$ cat src/rtl/cpu_pkg.sv
// rtl/cpu_pkg.sv - shared opcodes, instruction field positions and fetch/decode FSM states
package cpu_pkg;

  localparam int IMEM_AW     = 5;
  localparam int INSTR_WIDTH = 16;

  localparam logic [3:0] OP_NOP = 4'h0;
  localparam logic [3:0] OP_ADD = 4'h1;
  localparam logic [3:0] OP_SUB = 4'h2;
  localparam logic [3:0] OP_AND = 4'h3;
  localparam logic [3:0] OP_OR  = 4'h4;
  localparam logic [3:0] OP_LD  = 4'h5;
  localparam logic [3:0] OP_ST  = 4'h6;
  localparam logic [3:0] OP_XOR = 4'h7;
  localparam logic [3:0] OP_MOV = 4'h8;
  localparam logic [3:0] OP_INC = 4'h9;
  localparam logic [3:0] OP_DEC = 4'hA;
  localparam logic [3:0] OP_SHL = 4'hB;
  localparam logic [3:0] OP_SHR = 4'hC;
  localparam logic [3:0] OP_HLT = 4'hD;
  localparam logic [3:0] OP_JMP = 4'hE;
  localparam logic [3:0] OP_JZ  = 4'hF;

  // Least-significant bit of each field within the instruction word
  localparam int OPC_LSB   = 12;
  localparam int AM_BIT    = 11;
  localparam int RD_LSB    = 8;
  localparam int RS1_LSB   = 5;
  localparam int RS2_LSB   = 2;
  localparam int MADDR_LSB = 0;

  typedef enum logic [1:0] {
    ST_FETCH = 2'd0,
    ST_WAIT  = 2'd1,
    ST_ISSUE = 2'd2,
    ST_HALT  = 2'd3
  } fd_state_t;

  function automatic logic is_branch_op(input logic [3:0] op);
    return (op == OP_JMP) || (op == OP_JZ);
  endfunction

endpackage

$ cat src/rtl/fetch_decode_if.sv
// rtl/fetch_decode_if.sv - instruction memory, execute handshake and decoded-field bundle
interface fetch_decode_if;
  import cpu_pkg::*;

  logic [IMEM_AW-1:0]     imem_addr;
  logic [INSTR_WIDTH-1:0] imem_rdata;
  logic                   zero_flag;
  logic                   exec_ready;
  logic                   issue_valid;
  logic [3:0]             opcode;
  logic                   am;
  logic [2:0]             rd;
  logic [2:0]             rs1;
  logic [2:0]             rs2;
  logic [IMEM_AW-1:0]     mem_addr;
  logic [IMEM_AW-1:0]     instr_mem_addr;
  logic                   halted;

  modport master (
    output imem_addr, issue_valid, opcode, am, rd, rs1, rs2, mem_addr, instr_mem_addr, halted,
    input  imem_rdata, zero_flag, exec_ready
  );

  modport slave (
    input  imem_addr, issue_valid, opcode, am, rd, rs1, rs2, mem_addr, instr_mem_addr, halted,
    output imem_rdata, zero_flag, exec_ready
  );

endinterface

$ cat src/rtl/instr_field_decode.sv
// rtl/instr_field_decode.sv - combinational split of an instruction word into its fields
module instr_field_decode
  import cpu_pkg::*;
(
  input  logic [INSTR_WIDTH-1:0] instr,
  output logic [3:0]             opcode,
  output logic                   am,
  output logic [2:0]             rd,
  output logic [2:0]             rs1,
  output logic [2:0]             rs2,
  output logic [IMEM_AW-1:0]     mem_addr,
  output logic                   is_branch,
  output logic                   is_halt
);

  assign opcode    = instr[OPC_LSB +: 4];
  assign am        = instr[AM_BIT];
  assign rd        = instr[RD_LSB +: 3];
  assign rs1       = instr[RS1_LSB +: 3];
  assign rs2       = instr[RS2_LSB +: 3];
  // Overlaps rs2; execute chooses which one to use from am
  assign mem_addr  = instr[MADDR_LSB +: IMEM_AW];
  assign is_branch = is_branch_op(opcode);
  assign is_halt   = (opcode == OP_HLT);

endmodule

$ cat src/rtl/fetch_decode.sv
// rtl/fetch_decode.sv - PC owner: fetches, decodes, resolves JMP/JZ/HLT and issues to execute
module fetch_decode
  import cpu_pkg::*;
#(
  parameter int ADDR_W  = IMEM_AW,
  parameter int INSTR_W = INSTR_WIDTH
)(
  input  logic                 clk,
  input  logic                 reset,
  input  logic                 enable,
  fetch_decode_if.master       bus
);

  localparam logic [ADDR_W-1:0] PC_ONE = ADDR_W'(1);

  fd_state_t          state, state_nx;
  logic [ADDR_W-1:0]  pc, pc_nx;
  logic [INSTR_W-1:0] instr, instr_nx;

  logic [3:0]         opcode;
  logic               am;
  logic [2:0]         rd, rs1, rs2;
  logic [IMEM_AW-1:0] target;
  logic               is_branch, is_halt;

  instr_field_decode u_decode (
    .instr     (instr),
    .opcode    (opcode),
    .am        (am),
    .rd        (rd),
    .rs1       (rs1),
    .rs2       (rs2),
    .mem_addr  (target),
    .is_branch (is_branch),
    .is_halt   (is_halt)
  );

  always_ff @(posedge clk or posedge reset) begin
    if (reset) begin
      state <= ST_FETCH;
      pc    <= '0;
      instr <= '0;
    end else begin
      state <= state_nx;
      pc    <= pc_nx;
      instr <= instr_nx;
    end
  end

  // The ROM registers the address every cycle, so keeping it tied to pc means the
  // word for pc is already on imem_rdata by the time WAIT captures it.
  always_comb begin
    state_nx = state;
    pc_nx    = pc;
    instr_nx = instr;
    if (enable) begin
      case (state)
        ST_FETCH: state_nx = ST_WAIT;
        ST_WAIT: begin
          instr_nx = bus.imem_rdata;
          state_nx = ST_ISSUE;
        end
        ST_ISSUE: begin
          if (is_halt) begin
            state_nx = ST_HALT;
          end else if (opcode == OP_JMP) begin
            pc_nx    = target;
            state_nx = ST_FETCH;
          end else if (opcode == OP_JZ) begin
            pc_nx    = bus.zero_flag ? target : pc + PC_ONE;
            state_nx = ST_FETCH;
          end else if (bus.exec_ready) begin
            pc_nx    = pc + PC_ONE;
            state_nx = ST_FETCH;
          end
        end
        ST_HALT:  state_nx = ST_HALT;
        default:  state_nx = ST_FETCH;
      endcase
    end
  end

  assign bus.imem_addr      = pc;
  assign bus.instr_mem_addr = pc;
  assign bus.issue_valid    = (state == ST_ISSUE) && !is_branch && !is_halt;
  assign bus.halted         = (state == ST_HALT);
  assign bus.opcode         = opcode;
  assign bus.am             = am;
  assign bus.rd             = rd;
  assign bus.rs1            = rs1;
  assign bus.rs2            = rs2;
  assign bus.mem_addr       = target;

endmodule

$ cat src/flat_wrapper.sv
// flat-port wrapper written by rule: the top's interface ports become plain ports
module fetch_decode_flat import cpu_pkg::*;
#(
  parameter int ADDR_W  = IMEM_AW,
  parameter int INSTR_W = INSTR_WIDTH
)
  (clk, reset, enable, bus_imem_addr, bus_issue_valid, bus_opcode, bus_am, bus_rd, bus_rs1, bus_rs2, bus_mem_addr, bus_instr_mem_addr, bus_halted, bus_imem_rdata, bus_zero_flag, bus_exec_ready);
  fetch_decode_if bus_i ();
  input  logic clk;
  input  logic reset;
  input  logic enable;
  output wire logic [$bits(bus_i.imem_addr)-1:0] bus_imem_addr;
  output wire logic [$bits(bus_i.issue_valid)-1:0] bus_issue_valid;
  output wire logic [$bits(bus_i.opcode)-1:0] bus_opcode;
  output wire logic [$bits(bus_i.am)-1:0] bus_am;
  output wire logic [$bits(bus_i.rd)-1:0] bus_rd;
  output wire logic [$bits(bus_i.rs1)-1:0] bus_rs1;
  output wire logic [$bits(bus_i.rs2)-1:0] bus_rs2;
  output wire logic [$bits(bus_i.mem_addr)-1:0] bus_mem_addr;
  output wire logic [$bits(bus_i.instr_mem_addr)-1:0] bus_instr_mem_addr;
  output wire logic [$bits(bus_i.halted)-1:0] bus_halted;
  input wire logic [$bits(bus_i.imem_rdata)-1:0] bus_imem_rdata;
  input wire logic [$bits(bus_i.zero_flag)-1:0] bus_zero_flag;
  input wire logic [$bits(bus_i.exec_ready)-1:0] bus_exec_ready;
  assign bus_imem_addr = bus_i.imem_addr;
  assign bus_issue_valid = bus_i.issue_valid;
  assign bus_opcode = bus_i.opcode;
  assign bus_am = bus_i.am;
  assign bus_rd = bus_i.rd;
  assign bus_rs1 = bus_i.rs1;
  assign bus_rs2 = bus_i.rs2;
  assign bus_mem_addr = bus_i.mem_addr;
  assign bus_instr_mem_addr = bus_i.instr_mem_addr;
  assign bus_halted = bus_i.halted;
  assign bus_i.imem_rdata = bus_imem_rdata;
  assign bus_i.zero_flag = bus_zero_flag;
  assign bus_i.exec_ready = bus_exec_ready;
  fetch_decode #(.ADDR_W(ADDR_W), .INSTR_W(INSTR_W)) u_core (.clk(clk), .reset(reset), .enable(enable), .bus(bus_i));
endmodule
$ cat config.mk
export PLATFORM = sky130hd
export DESIGN_NAME = fetch_decode_flat
export DESIGN_NICKNAME = d
export VERILOG_FILES = /design/src/rtl/cpu_pkg.sv /design/src/rtl/fetch_decode_if.sv /design/src/rtl/instr_field_decode.sv /design/src/rtl/fetch_decode.sv /design/src/flat_wrapper.sv
export SDC_FILE = /design/constraint.sdc
export NUM_CORES = 1
export LEC_CHECK = 0
export ABC_AREA = 1
export CAP_MARGIN = 30
export CELL_PAD_IN_SITES_DETAIL_PLACEMENT = 0
export CELL_PAD_IN_SITES_GLOBAL_PLACEMENT = 2
export CORE_MARGIN = 2
export CORE_UTILIZATION = 25
export DETAILED_ROUTE_END_ITERATION = 8
export PLACE_DENSITY_LB_ADDON = 0.1
export SYNTH_ARGS = -nofsm -noshare
export SYNTH_HDL_FRONTEND = slang
export SYNTH_SLANG_ARGS = --single-unit
$ cat constraint.sdc
create_clock -name clk -period 3.6 [get_ports clk]
set_clock_uncertainty 0.2 [all_clocks]
set_input_delay 0.36 -clock clk [delete_from_list [all_inputs] [get_ports clk]]
set_output_delay 0.36 -clock clk [all_outputs]
set_load 0.02 [all_outputs]
* Yosys cells after proc, flatten, opt, wreduce, memory -nomap -nowiden
Cells that the tools add are included.
** Operators by class
- Add/sub/neg operators :: 1
- $mul :: 0
- Div/mod/pow operators :: 0
- Order comparisons :: 0
- Equal/unequal tests :: 7
- Shift-type cells :: 0
- Mux-type cells :: 9
- Bitwise gates (word level) :: 1
- Reduce and logical (&&, ||, !) cells :: 10
** Operator list (number)
- $mux 5 :: 4
- $eq 4x4->1 const B :: 3
- $mux 2 :: 4
- $pmux 2 s4 :: 1
- $add 5x1->5 const B :: 1
- $ne 5x2->1 const B :: 1
- $eq 2x2->1 const B :: 2
- $reduce_and 2->1 :: 2
- $reduce_and 4->1 :: 1
- $reduce_bool 3->1 :: 1
- $eq 2x1->1 const B :: 1
- $logic_and 1x1->1 :: 2
- $logic_not 1->1 :: 2
- $logic_not 2->1 :: 1
- $logic_or 1x1->1 :: 1
- $not 1->1 :: 1
** Word-level totals
- Bits in registers :: 23
- Latch bits :: 0
- Bits in writable memories :: 0
- Memory bits (read-only) :: 0
- Bits of input ports :: 21
- Word-level logic and storage cells :: 31
- Memories kept :: 0

* Logic depth before layout (Yosys ltp)
Gate-level depths: netlist of the first run.
- Depth in word-level cells :: 5
- Mapped depth :: 7
- Mapped depth without buffers :: 7

* Cells and area by module
From an unflattened synthesis of the first run, not the netlist that was laid out.
** Second synthesis, totals
- Cells, all modules :: 167
- Area total of the unflattened synthesis :: 1303.8 um^2
** By module, submodules not included
- fetch_decode :: instances 1, cells an instance 143, area an instance 1139.8 um^2
- instr_field_decode :: instances 1, cells an instance 24, area an instance 163.9 um^2

* Least setup slack after synthesis of the first run
Ideal clock, no wire load.
- Path type :: reg-to-output
- Start point :: reg u_core.instr[14]
- End point :: out bus_issue_valid
- Arrival :: 1.132 ns
- Required time :: 3.040 ns
- Slack :: 1.908 ns
- Stages on the path, launching flop included :: 6
- Path through :: dfrtp_1 > nand2_1 > inv_1 > nand2_1 > nand2_1 > nor2_1
** Between the ends
- Cells in the longest elaborated chain, start to end :: 5
** Ends and longest elaborated chain
- start, declared :: line fetch_decode.sv:18 : logic [INSTR_W-1:0] instr, instr_nx;
- start signal, assigned :: line fetch_decode.sv:46 : instr <= instr_nx;
- $eq 4x4->1 :: line cpu_pkg.sv:40 : return (op == OP_JMP) || (op == OP_JZ);
- $logic_or 1x1->1 :: line cpu_pkg.sv:40
- $logic_not 1->1 :: line fetch_decode.sv:85 : assign bus.issue_valid = (state == ST_ISSUE) && !is_branch && !is_halt;
- $logic_and 1x1->1 :: line fetch_decode.sv:85
- $logic_and 1x1->1 * :: line fetch_decode.sv:85
- end, declared :: line flat_wrapper.sv:13 : output wire logic [$bits(bus_i.issue_valid)-1:0] bus_issue_valid;
Every way passes the cells marked *; elsewhere a longest branch is shown, timed or not.

* Final worst setup path of the first run
- Start point :: reg u_core.instr[15]
- End point :: out bus_issue_valid
The elaborated chain is that of the path after synthesis.

==> results of run 1 <==
==> logic make-up after synthesis <==
group           share of synthesized area (%)
xor+xnor                                0.717
compound gates                           3.07
mux                                      13.2
buf+inv                                  11.8
fa+ha+maj                                1.02
simple gates                             23.1
flops                                    47.1
==> sequential cells by signal, summed over array words and instances, names as in the netlist <==
register / flops
u_core.bus.imem_addr: 5
u_core.instr: 16
u_core.state: 2
==> worst register-to-register path, delay by kind of cell (launching register included) <==
family	cells	cell delay [ns]
muxes	1	0.48
buffers and inverters	1	0.09
and+or+nand+nor	1	0.44
DFF	1	0.43
==> power by group <==
part	switching [mW]	total (mW)	internal (mW)
registers	0.116	0.498	0.382
logic	0.454	0.923	0.469
clock network	0.0911	0.169	0.0774
==> area by class of cell <==
cell class	instances	area, µm²
fill	495	2910
multi-input combinational	83	503
clock buffer	3	41.3
timing repair buffer	52	538
clock inverter	1	5.00
sequential	23	576
tap	67	83.8
inverter	18	67.6
==> worst max-delay path by stage <==
stage	endpoint	slack [ns]
finish	bus_issue_valid	1.20
global route	bus_issue_valid	1.05
CTS	bus_issue_valid	1.17
detailed placement	u_core.instr[9]	1.38
global placement	u_core.instr[10]	1.39
floorplan	bus_issue_valid	1.91
==> per-layer routing <==
layer | vias up | global-route usage, %
met2 | 24 | 17.8
met3 | 2 | 2.33
met1 | 458 | 15.7
met4 | 0 | 4.44
met5 | - | 0
li1 | 510 | -
==> Yosys cell counts <==
library cell | instances | share of area (%)
nand2_1 | 33 | 10
dfrtp_1 | 23 | 47
inv_1 | 18 | 5.5
nand3_1 | 16 | 6.6
mux2_4 | 10 | 12
nor2_1 | 9 | 2.8
buf_4 | 8 | 4.9
a21oi_1 | 5 | 2.0
nand4_1 | 2 | 1.0
nor2_4 | 2 | 1.8
buf_2 | 1 | 0.41
buf_6 | 1 | 0.92
ha_1 | 1 | 1.0
mux2_2 | 1 | 0.92
nand3_2 | 1 | 0.82
o211ai_1 | 1 | 0.61
o21ai_0 | 1 | 0.41
xnor2_1 | 1 | 0.72
==> metrics by stage <==
step	instances	total power, mW	util (%)	instance area, µm²
2_1_floorplan	134	1.08	-	1220
3_3_place_gp	242	1.43	36.8	1740
3_5_place_dp	242	1.44	36.8	1740
4_1_cts	246	1.61	37.8	1790
5_1_grt	247	1.71	38.4	1810
6_report	247	1.59	38.4	1810
==> flow_results.xml, run 1 <==
<?xml version="1.0" encoding="UTF-8"?>
<metrics>
  <group name="setup_path">
    <metric name="crit_path_max_incr_delay" unit="ns">0.61</metric>
    <metric name="crit_start" unit="">u_core.instr[15]</metric>
    <metric name="worst_setup_path_end_kind" unit="">output port</metric>
    <metric name="worst-r2r-setup-slack" unit="ns">1.84</metric>
    <metric name="critPathRequiredTime" unit="ns">3.04</metric>
    <metric name="timing.critical_path.depth" unit="">6</metric>
    <metric name="critPathKind" unit="">flop to output port</metric>
    <metric name="worst_path_most_repeated_cell" unit="">nand2_1</metric>
    <metric name="timing.critical_path.max_delay_family" unit="">buffers and inverters</metric>
    <metric name="worst_setup_start_kind" unit="">flop</metric>
    <metric name="cp_cell_sequence" unit="">nand2_1, inv_1, nand2_1, nand2_1, nor2_1, clkdlybuf4s50_1</metric>
    <metric name="worst_reg_to_reg_cells" unit="">3</metric>
    <metric name="worst_path_max_delay_cell" unit="">clkdlybuf4s50_1</metric>
    <metric name="worst_ep_arrival_time" unit="ns">1.84</metric>
    <metric name="timing.critical_path.buf_inv" unit="">2</metric>
    <metric name="timing.critical_path.fanout_max" unit="">5</metric>
    <metric name="critical_path.reg2reg.endpoint" unit="">u_core.instr[5]</metric>
    <metric name="rr_startpoint" unit="">u_core.state[1]</metric>
  </group>
  <group name="cts">
    <metric name="numClockSinks" unit="">23</metric>
    <metric name="cts_tree" unit="">done</metric>
    <metric name="cts_max_level" unit="">1</metric>
    <metric name="hold_buffers" unit="">0</metric>
    <metric name="clk_pin_slew" unit="ns">0.09</metric>
    <metric name="cts_root_buffer" unit="">clkbuf_8</metric>
    <metric name="clock_latency" unit="ns">0.27</metric>
    <metric name="max-clock-path-buffers" unit="">2</metric>
    <metric name="cts_repair_resize_count" unit="">0</metric>
    <metric name="post_cts_buffers" unit="">0</metric>
    <metric name="cts_buffers" unit="">3</metric>
  </group>
  <group name="grt">
    <metric name="antenna_found_initial" unit="">0</metric>
    <metric name="global_route_wire_length_before_repair" unit="mm">4.73</metric>
    <metric name="grt_start_max_net_pins" unit="">24</metric>
    <metric name="grt_remaining_overflow" unit="">0</metric>
    <metric name="first_global_vias" unit="">990</metric>
    <metric name="grt_util_all_layers" unit="%">11.4</metric>
  </group>
  <group name="placement">
    <metric name="post-place-ws" unit="ns">1.38</metric>
    <metric name="hpwlAfterDp" unit="mm">2.15</metric>
    <metric name="place_congestion" unit="">0.795</metric>
    <metric name="port_buffer_count" unit="">51</metric>
  </group>
  <group name="sta">
    <metric name="worst_slew_pin_slew" unit="ns">0.571</metric>
    <metric name="relSlewSlack" unit="%">61.9</metric>
    <metric name="rsz0062_at_grt" unit="">false</metric>
    <metric name="final-max-slew-violation-count" unit="">0</metric>
    <metric name="timing.setup.tns" unit="ns">0</metric>
    <metric name="final.min_clock_period" unit="ns">2.40</metric>
    <metric name="setup_viol_count_final" unit="">0</metric>
    <metric name="final.period_utilization" unit="%">66.8</metric>
    <metric name="max_clock_freq" unit="MHz">416</metric>
    <metric name="fin_worst_hold_slack" unit="ns">0.0782</metric>
    <metric name="final_hold_violations" unit="">0</metric>
    <metric name="final.setup.worst_slack" unit="ns">1.20</metric>
  </group>
  <group name="cells_and_area">
    <metric name="most-common-layout-cells" unit="">51 x clkdlybuf4s50_1, 33 x nand2_1, 23 x dfrtp_1</metric>
    <metric name="insertedDiodeCount" unit="">0</metric>
    <metric name="final_layout_size_suffix_gt1_share" unit="%">10.6</metric>
    <metric name="area_growth" unit="%">48.4</metric>
    <metric name="nets" unit="">203</metric>
    <metric name="most_frequent_standard_cell_in_the_layout_excluding_fill_and_tap_cells" unit="">clkdlybuf4s50_1</metric>
  </group>
  <group name="floorplanning">
    <metric name="dieArea" unit="µm²">5460</metric>
    <metric name="initial_core_util" unit="%">25.9</metric>
    <metric name="chipHeight" unit="µm">73.9</metric>
    <metric name="floorplan.io_pins" unit="">52</metric>
    <metric name="die_w" unit="µm">73.9</metric>
    <metric name="placementRows" unit="">25</metric>
    <metric name="fp.coreArea" unit="µm²">4720</metric>
  </group>
  <group name="job">
    <metric name="max_cap_viols" unit="">0</metric>
  </group>
  <group name="detailed_routing">
    <metric name="drt_pass1_iterations" unit="">4</metric>
    <metric name="drc" unit="">0</metric>
    <metric name="postRouteAntennaNets" unit="">0</metric>
    <metric name="wl_met2" unit="mm">1.43</metric>
    <metric name="drt-vias-per-instance" unit="">4.02</metric>
    <metric name="detailedRoute.firstIterationViolations" unit="">29</metric>
    <metric name="via_count" unit="">994</metric>
    <metric name="maxUsedRoutingLayer" unit="">met4</metric>
    <metric name="postRouteWirelength" unit="mm">2.91</metric>
    <metric name="wl_met3" unit="µm">115</metric>
    <metric name="wl_met1" unit="mm">1.34</metric>
    <metric name="route.detailed.wl_per_inst" unit="µm">11.8</metric>
  </group>
  <group name="logic_synthesis">
    <metric name="synth.ff_latch_count" unit="">23</metric>
    <metric name="synth.yosys.warnings" unit="">0</metric>
    <metric name="synth_area" unit="µm²">1220</metric>
    <metric name="synth_seq_area_share" unit="%">47.1</metric>
    <metric name="synthesis.instances" unit="">134</metric>
    <metric name="yosysUniqueCellTypes" unit="">18</metric>
    <metric name="mappedNetlistNets" unit="">156</metric>
    <metric name="synthesis.area_per_instance" unit="µm²">9.12</metric>
  </group>
  <group name="power_and_ir_drop">
    <metric name="leakage" unit="nW">0.872</metric>
    <metric name="vdd_ir_drop_max" unit="mV">0.291</metric>
    <metric name="power_density" unit="nW/µm²">876</metric>
  </group>
  <group name="hold_path">
    <metric name="worstHoldPathType" unit="">input pin to asynchronous set/reset pin</metric>
  </group>
  <group name="outcome">
    <metric name="status" unit="">finished clean</metric>
  </group>
</metrics>
(Power assumes the default switching activity.)
==> inputs of run 2 (changes only) <==
--- a/config.mk
+++ b/config.mk
@@ -10,7 +10,7 @@
 export CELL_PAD_IN_SITES_DETAIL_PLACEMENT = 0
 export CELL_PAD_IN_SITES_GLOBAL_PLACEMENT = 2
 export CORE_MARGIN = 2
-export CORE_UTILIZATION = 25
+export CORE_UTILIZATION = 21
 export DETAILED_ROUTE_END_ITERATION = 8
 export PLACE_DENSITY_LB_ADDON = 0.1
 export SYNTH_ARGS = -nofsm -noshare
==> constraint.sdc (replaced) <==
create_clock -name clk -period 2.2 [get_ports clk]
set_clock_uncertainty 0.2 [all_clocks]
set_input_delay 0.22 -clock clk [delete_from_list [all_inputs] [get_ports clk]]
set_output_delay 0.22 -clock clk [all_outputs]
set_load 0.02 [all_outputs]
==> flow_results.xml, run 2 (synthesis results as in run 1) <==
<?xml version="1.0" encoding="UTF-8"?>
<metrics>
  <group name="outcome">
    <metric name="status" unit="">finished clean</metric>
  </group>
  <group name="setup_path">
    <metric name="worst_ep_arrival_time" unit="ns">1.52</metric>
    <metric name="timing.critical_path.fanout_max" unit="">5</metric>
    <metric name="worst_setup_start_kind" unit="">flop</metric>
    <metric name="worst_reg_to_reg_cells" unit="">6</metric>
    <metric name="worst_setup_path_end_kind" unit="">output port</metric>
    <metric name="critPathKind" unit="">flop to output port</metric>
    <metric name="critPathRequiredTime" unit="ns">1.78</metric>
  </group>
  <group name="grt">
    <metric name="grt_remaining_overflow" unit="">0</metric>
    <metric name="grt_util_all_layers" unit="%">9.92</metric>
    <metric name="antenna_found_initial" unit="">0</metric>
    <metric name="global_route_wire_length_before_repair" unit="mm">4.89</metric>
    <metric name="grt_start_max_net_pins" unit="">24</metric>
    <metric name="first_global_vias" unit="">966</metric>
  </group>
  <group name="detailed_routing">
    <metric name="drt-vias-per-instance" unit="">3.98</metric>
    <metric name="wl_met3" unit="µm">159</metric>
    <metric name="maxUsedRoutingLayer" unit="">met4</metric>
    <metric name="wl_met1" unit="mm">1.48</metric>
    <metric name="via_count" unit="">1007</metric>
    <metric name="wl_met2" unit="mm">1.52</metric>
    <metric name="drc" unit="">0</metric>
    <metric name="postRouteAntennaNets" unit="">0</metric>
    <metric name="drt_pass1_iterations" unit="">4</metric>
    <metric name="postRouteWirelength" unit="mm">3.19</metric>
    <metric name="route.detailed.wl_per_inst" unit="µm">12.6</metric>
    <metric name="detailedRoute.firstIterationViolations" unit="">50</metric>
  </group>
  <group name="cts">
    <metric name="cts_buffers" unit="">3</metric>
    <metric name="post_cts_buffers" unit="">0</metric>
    <metric name="numClockSinks" unit="">23</metric>
    <metric name="max-clock-path-buffers" unit="">2</metric>
    <metric name="clk_pin_slew" unit="ns">0.09</metric>
    <metric name="clock_latency" unit="ns">0.27</metric>
    <metric name="cts_tree" unit="">done</metric>
    <metric name="cts_max_level" unit="">1</metric>
    <metric name="hold_buffers" unit="">0</metric>
    <metric name="cts_repair_resize_count" unit="">1</metric>
    <metric name="cts_root_buffer" unit="">clkbuf_8</metric>
  </group>
  <group name="cells_and_area">
    <metric name="max_flop_register" unit="">u_core.instr</metric>
    <metric name="final_layout_size_suffix_gt1_share" unit="%">11.0</metric>
    <metric name="most-common-layout-cells" unit="">50 x clkdlybuf4s50_1, 33 x nand2_1, 23 x dfrtp_1</metric>
    <metric name="largest_reg_flops" unit="">16</metric>
    <metric name="area.sequential" unit="µm²">576</metric>
    <metric name="insertedDiodeCount" unit="">0</metric>
    <metric name="area_growth" unit="%">48.8</metric>
    <metric name="fillerInstances" unit="">587</metric>
    <metric name="area_of_the_multi_input_gates" unit="µm²">503</metric>
    <metric name="nets" unit="">204</metric>
    <metric name="layout.core_utilization" unit="%">32.6</metric>
    <metric name="most_frequent_standard_cell_in_the_layout_excluding_fill_and_tap_cells" unit="">clkdlybuf4s50_1</metric>
  </group>
  <group name="floorplanning">
    <metric name="initial_core_util" unit="%">21.9</metric>
    <metric name="floorplan.io_pins" unit="">52</metric>
    <metric name="chipHeight" unit="µm">80.3</metric>
    <metric name="die_w" unit="µm">80.3</metric>
    <metric name="dieArea" unit="µm²">6450</metric>
    <metric name="fp.coreArea" unit="µm²">5570</metric>
    <metric name="placementRows" unit="">27</metric>
  </group>
  <group name="sta">
    <metric name="max_clock_freq" unit="MHz">515</metric>
    <metric name="final-max-slew-violation-count" unit="">0</metric>
    <metric name="relSlewSlack" unit="%">78.7</metric>
    <metric name="final_hold_violations" unit="">0</metric>
    <metric name="final.min_clock_period" unit="ns">1.94</metric>
    <metric name="setup_viol_count_final" unit="">0</metric>
    <metric name="worst_slew_pin_slew" unit="ns">0.319</metric>
    <metric name="timing.setup.tns" unit="ns">0</metric>
    <metric name="final.period_utilization" unit="%">88.3</metric>
    <metric name="rsz0062_at_grt" unit="">false</metric>
    <metric name="fin_worst_hold_slack" unit="ns">0.0903</metric>
  </group>
  <group name="job">
    <metric name="max_cap_viols" unit="">0</metric>
  </group>
  <group name="hold_path">
    <metric name="worstHoldPathType" unit="">input pin to asynchronous set/reset pin</metric>
  </group>
  <group name="placement">
    <metric name="hpwlAfterDp" unit="mm">2.38</metric>
    <metric name="port_buffer_count" unit="">51</metric>
    <metric name="place_congestion" unit="">0.723</metric>
  </group>
  <group name="power_and_ir_drop">
    <metric name="power_density" unit="nW/µm²">1450</metric>
    <metric name="leakage" unit="nW">0.878</metric>
    <metric name="vdd_ir_drop_max" unit="mV">0.432</metric>
    <metric name="design_power_total" unit="mW">2.63</metric>
  </group>
</metrics>
==> run 2: changes by cell type in the layout (fill, tap and decap cells not counted) <==
cell             change
dlygate4sd2_1        +1
buf_16               -1
buf_4                +1
buf_12               +1
clkdlybuf4s50_1      -1
==> run 2: metal layers <==
metal | global-route usage [%] | vias up
met1 | 12.8 | 465
met5 | 0 | -
met2 | 16.5 | 31
li1 | - | 509
met4 | 3.05 | 0
met3 | 2.13 | 2
==> run 2: layout make-up <==
class / instances / area share [%]
Multi-Input combinational cell: 83 / 27.6
Sequential cell: 23 / 31.6
Tap cell: 72 / 4.95
Clock inverter: 1 / 0.275
Clock buffer: 3 / 2.27
Timing Repair Buffer: 53 / 29.5
Inverter: 18 / 3.71
==> run 2: path summary, 6_finish.rpt <==
kind / startpoint / endpoint / slack (ns)
worst max-delay path: u_core.instr[14] / bus_issue_valid / 0.26
worst min-delay path: reset / u_core.bus.imem_addr[2] / 0.09
worst max register to register: u_core.state[0] / u_core.bus.imem_addr[4] / 0.72
worst min register to register: u_core.instr[6] / u_core.instr[6] / 0.32
max in group asynchronous: reset / u_core.instr[7] / 1.46
min in group clk: u_core.instr[6] / u_core.instr[6] / 0.32
==> run 2: report_power, final <==
group	switching (mW)	total (mW)	internal, mW
combinational	0.760	1.53	0.773
clock	0.148	0.275	0.127
sequential	0.199	0.824	0.625
total	1.11	2.63	1.53
==> run 2: worst max-delay path, cell delays in order (launching register included) <==
cell	delay (ns)
dfrtp_1	0.42
nand2_1	0.14
inv_1	0.05
nand2_1	0.14
nand2_1	0.09
nor2_1	0.09
dlygate4sd2_1	0.34
==> run 2: stage by stage <==
step	instance area [µm²]	std cells	setup slack [ns]
6_report	1820	253	0.257
5_1_grt	1820	253	0.135
4_1_cts	1820	253	0.243
3_5_place_dp	1770	249	0.284
3_3_place_gp	1770	249	0.288
2_1_floorplan	1220	134	0.648
